$ cat src/rtl/key_pulse_gen.sv
// key_pulse_gen: synchronises and debounces the UP/DOWN/MODE board keys
// (bit 0 = UP, bit 1 = DOWN, bit 2 = MODE), exports the debounced levels
// and emits single-cycle press pulses for the music box.
// Optional build macro KEY_REPEAT_EN adds auto-repeat pulses on UP/DOWN
// while they stay held; MODE never repeats.
module key_pulse_gen #(
    parameter int DB_CYCLES     = 240000,
    parameter int CNT_W         = 24,
    parameter int REPEAT_DELAY  = 6000000,
    parameter int REPEAT_PERIOD = 1200000
) (
    input  logic       clk_in,
    input  logic       rst_in,
    input  logic [2:0] key_n_in,
    output logic [2:0] button_status,
    output logic [2:0] key_level
);

    localparam logic [CNT_W-1:0] DB_LAST = CNT_W'(DB_CYCLES - 1);
    localparam logic [CNT_W-1:0] CNT_ONE = CNT_W'(1);

    // Reject configurations the counters cannot represent.
    if ((DB_CYCLES < 2) || (((DB_CYCLES - 1) >> CNT_W) != 0) ||
        (REPEAT_DELAY < 1) || (((REPEAT_DELAY - 1) >> CNT_W) != 0) ||
        (REPEAT_PERIOD < 1) || (((REPEAT_PERIOD - 1) >> CNT_W) != 0)) begin : g_bad_params
        $error("key_pulse_gen: parameter out of range for CNT_W");
    end

    // Raw-polarity (active-low) synchroniser and debounced state.
    logic             run;
    logic [2:0]       sync1;
    logic [2:0]       sync2;
    logic [2:0]       stable_n;
    logic [2:0]       stable_n_nxt;
    logic [CNT_W-1:0] db_cnt     [3];
    logic [CNT_W-1:0] db_cnt_nxt [3];
    logic [2:0]       press_evt;
    logic [2:0]       release_evt;
    logic [2:0]       pulse_nxt;

    // Two-flop synchroniser; the first edge after reset release keeps the
    // released value so a key held through reset is sampled one cycle later.
    always_ff @(posedge clk_in) begin
        if (rst_in) begin
            run   <= 1'b0;
            sync1 <= 3'b111;
            sync2 <= 3'b111;
        end else begin
            run   <= 1'b1;
            if (run) begin
                sync1 <= key_n_in;
            end
            sync2 <= sync1;
        end
    end

    // Per-key debounce: count consecutive disagreeing samples, commit on the
    // DB_CYCLES-th one, clear the count on any agreeing sample.
    always_comb begin
        stable_n_nxt = stable_n;
        press_evt    = 3'b000;
        release_evt  = 3'b000;
        for (int i = 0; i < 3; i++) begin
            db_cnt_nxt[i] = '0;
            if (sync2[i] != stable_n[i]) begin
                if (db_cnt[i] == DB_LAST) begin
                    stable_n_nxt[i] = sync2[i];
                    press_evt[i]    = ~sync2[i];
                    release_evt[i]  = sync2[i];
                end else begin
                    db_cnt_nxt[i] = db_cnt[i] + CNT_ONE;
                end
            end
        end
    end

    // Debounce state registers.
    always_ff @(posedge clk_in) begin
        if (rst_in) begin
            stable_n <= 3'b111;
            for (int i = 0; i < 3; i++) begin
                db_cnt[i] <= '0;
            end
        end else begin
            stable_n <= stable_n_nxt;
            for (int i = 0; i < 3; i++) begin
                db_cnt[i] <= db_cnt_nxt[i];
            end
        end
    end

`ifdef KEY_REPEAT_EN
    localparam logic [CNT_W-1:0] RD_LAST = CNT_W'(REPEAT_DELAY - 1);
    localparam logic [CNT_W-1:0] RP_LAST = CNT_W'(REPEAT_PERIOD - 1);

    // rpt_phase = 0 while waiting out the initial delay, 1 once in the
    // periodic phase; the counter restarts at every emitted pulse.
    logic [CNT_W-1:0] rpt_cnt [2];
    logic [1:0]       rpt_phase;
    logic [1:0]       rpt_fire;

    // A repeat fires while the key stays pressed; a release on the same
    // edge suppresses it.
    always_comb begin
        rpt_fire = 2'b00;
        for (int i = 0; i < 2; i++) begin
            rpt_fire[i] = key_level[i] && !release_evt[i] &&
                          (rpt_phase[i] ? (rpt_cnt[i] == RP_LAST)
                                        : (rpt_cnt[i] == RD_LAST));
        end
    end

    // Repeat timers for UP/DOWN, restarted on press, cleared on release.
    always_ff @(posedge clk_in) begin
        if (rst_in) begin
            rpt_phase <= 2'b00;
            for (int i = 0; i < 2; i++) begin
                rpt_cnt[i] <= '0;
            end
        end else begin
            for (int i = 0; i < 2; i++) begin
                if (press_evt[i] || release_evt[i] || !key_level[i]) begin
                    rpt_cnt[i]   <= '0;
                    rpt_phase[i] <= 1'b0;
                end else if (rpt_fire[i]) begin
                    rpt_cnt[i]   <= '0;
                    rpt_phase[i] <= 1'b1;
                end else begin
                    rpt_cnt[i]   <= rpt_cnt[i] + CNT_ONE;
                end
            end
        end
    end

    assign pulse_nxt = press_evt | {1'b0, rpt_fire};
`else
    assign pulse_nxt = press_evt;
`endif

    // Registered outputs: level follows the committed state, pulses are
    // launched on the same edge the level rises.
    always_ff @(posedge clk_in) begin
        if (rst_in) begin
            button_status <= 3'b000;
            key_level     <= 3'b000;
        end else begin
            button_status <= pulse_nxt;
            key_level     <= ~stable_n_nxt;
        end
    end

endmodule

$ cat config.mk
export PLATFORM = sky130hd
export DESIGN_NAME = key_pulse_gen
export DESIGN_NICKNAME = d
export VERILOG_FILES = /design/src/rtl/key_pulse_gen.sv
export SDC_FILE = /design/constraint.sdc
export NUM_CORES = 1
export LEC_CHECK = 0
export ABC_AREA = 1
export ABC_CLOCK_PERIOD_IN_PS = 3400
export CELL_PAD_IN_SITES_DETAIL_PLACEMENT = 0
export CELL_PAD_IN_SITES_GLOBAL_PLACEMENT = 1
export CORE_AREA = 2 2 109 111
export CTS_CLUSTER_SIZE = 28
export DETAILED_ROUTE_END_ITERATION = 8
export DIE_AREA = 0 0 111 113
export PLACE_DENSITY_LB_ADDON = 0.08
export SLEW_MARGIN = 20
export SYNTH_ARGS = -nofsm -noshare
export SYNTH_HDL_FRONTEND = slang
export SYNTH_SLANG_ARGS = --single-unit
$ cat constraint.sdc
create_clock -name clk_in -period 3.4 [get_ports clk_in]
set_input_delay 0.68 -clock clk_in [delete_from_list [all_inputs] [get_ports clk_in]]
set_output_delay 0.68 -clock clk_in [all_outputs]
set_load 0.01 [all_outputs]
==> impl_results.html <==
<table>
<tr><th>Metric</th><th>Value</th></tr>
<tr><th colspan="2">Status</th></tr>
<tr><td>Status</td><td>completed</td></tr>
<tr><th colspan="2">Pwr</th></tr>
<tr><td>Leakage power of the design</td><td>1.56 nW</td></tr>
<tr><td>Largest voltage drop on the vdd net</td><td>between 300 and 400 µV</td></tr>
<tr><td>PD cells</td><td>416 nW/µm²</td></tr>
<tr><th colspan="2">Worst setup path</th></tr>
<tr><td>Worst setup path class</td><td>in -&gt; reg</td></tr>
<tr><td>Endpoint required time on the critical path</td><td>approximately 3.7 ns</td></tr>
<tr><td>Kind of launch point of the worst setup path</td><td>input port</td></tr>
<tr><td>Cell with the biggest individual delay on the critical path</td><td>clkdlybuf4s50_1</td></tr>
<tr><td>Top cell by count, worst path</td><td>a21oi_1</td></tr>
<tr><td>Crit end category</td><td>flip-flop</td></tr>
<tr><td>Largest fanout on the critical path</td><td>24</td></tr>
<tr><td>Cell Chain, Critical Path</td><td>clkdlybuf4s50_1, inv_1, o21ai_0, a21oi_1, nand2_2, a21oi_1</td></tr>
<tr><td>Worst endpoint data arrival time</td><td>~2.4 ns</td></tr>
<tr><td>Delay contributed by the slowest stage of the critical path</td><td>around 0.49 ns</td></tr>
<tr><th colspan="2">STA</th></tr>
<tr><td>Achievable clock frequency</td><td>478 MHz</td></tr>
<tr><td>Hold Fails Final Rpt</td><td>0</td></tr>
<tr><td>Final setup vio count</td><td>0</td></tr>
<tr><td>Pins over their slew limit</td><td>0</td></tr>
<tr><td>Accumulated negative setup slack</td><td>0 ns</td></tr>
<tr><td>Setup repair after global routing missed its margin</td><td>no</td></tr>
<tr><td>Worst Skew</td><td>roughly 0.0069 ns</td></tr>
<tr><td>Slew Limit Headroom</td><td>66.5%</td></tr>
<tr><td>Measured slew at the worst slew-check pin</td><td>between 0.5 and 0.6 ns</td></tr>
<tr><td>Shortest period the worst path allows</td><td>2.09 ns</td></tr>
<tr><td>Post-route fraction of the period consumed by the critical path</td><td>between 60% and 70%</td></tr>
<tr><th colspan="2">Layout</th></tr>
<tr><td>Fraction of layout cells with a size suffix above 1</td><td>roughly 6.5%</td></tr>
<tr><td>Area grow syn2layout</td><td>11.1%</td></tr>
<tr><td>Final cell count without fillers</td><td>825</td></tr>
<tr><td>Final nets</td><td>slightly below 700</td></tr>
<tr><td>Total non-filler cell area in the finished layout</td><td>slightly below 5000 µm²</td></tr>
<tr><td>Count of inserted antenna diode cells</td><td>0</td></tr>
<tr><th colspan="2">Floorplanning</th></tr>
<tr><td>Std cell rows</td><td>39</td></tr>
<tr><td>Die Span X</td><td>around 110 µm</td></tr>
<tr><td>Die boundary height</td><td>113 µm</td></tr>
<tr><td>Effective utilization at floorplan</td><td>approximately two fifths</td></tr>
<tr><td>Area of the core</td><td>around 11000 µm²</td></tr>
<tr><td>Number of ports placed on the die boundary</td><td>11</td></tr>
<tr><td>Die area</td><td>between 10000 and 15000 µm²</td></tr>
<tr><th colspan="2">Yosys</th></tr>
<tr><td>Async SR Flop Fraction</td><td>0%</td></tr>
<tr><td>Most repeated cell in the gate-level netlist after synthesis</td><td>nand2_1</td></tr>
<tr><td>List of most frequent post-synthesis cells</td><td>nand2_1, nor2_1, dfxtp_1</td></tr>
<tr><td>Most used flip-flop cell after synthesis</td><td>dfxtp_1</td></tr>
<tr><td>Yosys warning count</td><td>0</td></tr>
<tr><td>Netlist Area Pre-Place</td><td>about 4500 µm²</td></tr>
<tr><td>Yosys top cell by area</td><td>dfxtp_1</td></tr>
<tr><td>Count of flip-flops with a built-in enable after synthesis</td><td>0</td></tr>
<tr><td>Synthesized area per cell</td><td>6.71 µm²</td></tr>
<tr><td>Share of the synthesized area in the top cell type</td><td>approximately two fifths</td></tr>
<tr><td>Seq/Total Area, Yosys</td><td>between 30% and 40%</td></tr>
<tr><td>Total of flip-flops plus latches after synthesis</td><td>88</td></tr>
<tr><td>Gate Count Post-Synth</td><td>between 600 and 700</td></tr>
<tr><td>Syn Nets</td><td>~670</td></tr>
<tr><td>Synth cell types</td><td>30</td></tr>
<tr><td>Top area cells in the synthesized netlist</td><td>dfxtp_1, nand2_1, nor2_1</td></tr>
<tr><th colspan="2">Detailed routing</th></tr>
<tr><td>Total length of routed wires</td><td>10.0 mm</td></tr>
<tr><td>Number of nets still failing antenna checks after routing</td><td>0</td></tr>
<tr><td>Via/cell ratio</td><td>4.70</td></tr>
<tr><td>Via count</td><td>a little under 4000</td></tr>
<tr><td>DR iter-0 viols</td><td>175</td></tr>
<tr><td>Detail-routed net length per standard cell</td><td>around 12 µm</td></tr>
<tr><td>Final routed DRC violation total</td><td>0</td></tr>
<tr><td>First-pass iteration count of the detailed router</td><td>4</td></tr>
<tr><th colspan="2">Global route</th></tr>
<tr><td>Met1 track utilization from global routing</td><td>between 20% and 30%</td></tr>
<tr><td>Number of global-route vias before repair</td><td>around 3800</td></tr>
<tr><td>Largest net degree at the start of global routing</td><td>25</td></tr>
<tr><td>Global routing met2 resource utilization</td><td>roughly 29%</td></tr>
<tr><td>Peak-usage layer in the global routing report</td><td>met2</td></tr>
<tr><td>Total GRT Usage</td><td>about 17%</td></tr>
<tr><td>Total gr overflow</td><td>0</td></tr>
<tr><td>Number of antenna violations at the first check in global routing</td><td>0</td></tr>
<tr><td>Wire length of the first global-routing pass</td><td>~17 mm</td></tr>
<tr><td>Met3 layer usage reported by global route</td><td>slightly above 5%</td></tr>
<tr><th colspan="2">Placement</th></tr>
<tr><td>Number of port buffers</td><td>10</td></tr>
<tr><td>DP Area</td><td>4660 µm²</td></tr>
<tr><td>Final weighted congestion in routability-driven placement</td><td>a little under 0.8</td></tr>
<tr><td>Cell total after placement</td><td>810</td></tr>
<tr><td>DP HPWL</td><td>7.57 mm</td></tr>
<tr><th colspan="2">Clocking</th></tr>
<tr><td>CTS Buf Count</td><td>9</td></tr>
<tr><td>Reg clk slew, reported paths</td><td>about 0.060 ns</td></tr>
<tr><td>Hold-fix buffer count after cts</td><td>0</td></tr>
<tr><td>Number of cells upsized or downsized after cts</td><td>0</td></tr>
<tr><td>Clk Tree Root Cell</td><td>clkbuf_16</td></tr>
<tr><td>Post-CTS setup buffer count</td><td>0</td></tr>
<tr><td>Maximum clock path buffer count</td><td>2</td></tr>
<tr><td>H-tree depth</td><td>3</td></tr>
<tr><td>TritonCTS clock tree</td><td>built</td></tr>
<tr><td>Worst-Skew Late Latency</td><td>0.35 ns</td></tr>
<tr><td>Number of sinks on the clock net</td><td>88</td></tr>
<tr><th colspan="2">Min path</th></tr>
<tr><td>Min-delay worst type</td><td>reg -&gt; reg</td></tr>
<tr><th colspan="2">Flow run</th></tr>
<tr><td>Number of max-cap violations</td><td>0</td></tr>
</table>
[registers in the layout (all words and copies together), names as in the netlist, named ones only]
signal         flops
sync2              3
key_level          3
db_cnt            72
button_status      3
run                1
sync1              3
[area by class of cell]
type / instances / area [µm²]
fill: 1178 / 6330
tap: 143 / 179
clock inverter: 3 / 42.5
sequential: 88 / 1760
timing repair buffer: 10 / 100
inverter: 66 / 248
clock buffer: 12 / 246
multi-input combinational: 503 / 2370
[worst max-delay path: cells and delay by family]
| kind | cells | cell delay, ns |
|---|---|---|
| buf+inv | 2 | 0.79 |
| compound gates | 3 | 0.59 |
| simple gates | 1 | 0.31 |
[worst paths after layout]
path                                     from       endpoint  slack (ns)  cells past startpoint
worst max-delay path                   rst_in  db_cnt[0][39]        1.31                      6
worst min-delay path                 sync1[0]       sync2[0]        0.43                      2
worst max register to register  db_cnt[0][24]  db_cnt[0][34]        1.55                      6
worst min register to register       sync1[0]       sync2[0]        0.43                      2
[cells in the final DEF (no fill, tap or decap), types with 9 or more instances in the layout]
cell type	count
nand2_1	179
nor2_1	157
dfxtp_1	88
inv_1	65
nand3_1	40
a21oi_1	27
xor2_1	18
nand4_1	13
xnor2_1	11
clkdlybuf4s50_1	10
clkbuf_16	9
[through the flow]
| stage | util [%] | setup slack (ns) | hold slack [ns] | power (mW) |
|---|---|---|---|---|
| after floorplan | - | 1.95 | 0.388 | 1.08 |
| after global placement | 41.3 | 0.998 | 0.412 | 1.09 |
| after detailed placement | 41.3 | 0.945 | 0.409 | 1.09 |
| after CTS | 43.9 | 1.30 | 0.433 | 2.09 |
| after global routing | 43.9 | 1.11 | 0.453 | 2.14 |
| final | 43.9 | 1.31 | 0.431 | 2.06 |
[report_power, final]
group          internal, mW  switching [mW]
combinational       0.00857          0.0163
sequential             1.04         0.00454
clock                 0.585           0.409
total                  1.63           0.430
[per-layer routing]
metal	vias to the layer above	routed length (µm)
met4	0	174
met3	15	311
met1	1731	4960
met5	-	0
li1	2086	-
met2	46	4580
[cells by family (layout without fill, tap and decap cells)]
family / Yosys count / in the layout / share of synthesized area (%)
xor gates and xnor gates: 29 / 29 / 5.70
adders and majority gates: 3 / 3 / 0.843
AOI/OAI and AO/OA: 43 / 43 / 5.37
DFF: 88 / 88 / 39.6
and+or+nand+nor: 428 / 428 / 41.3
buffers and inverters: 73 / 91 / 7.25
No activity file was read; power rests on OpenSTA's default activity.
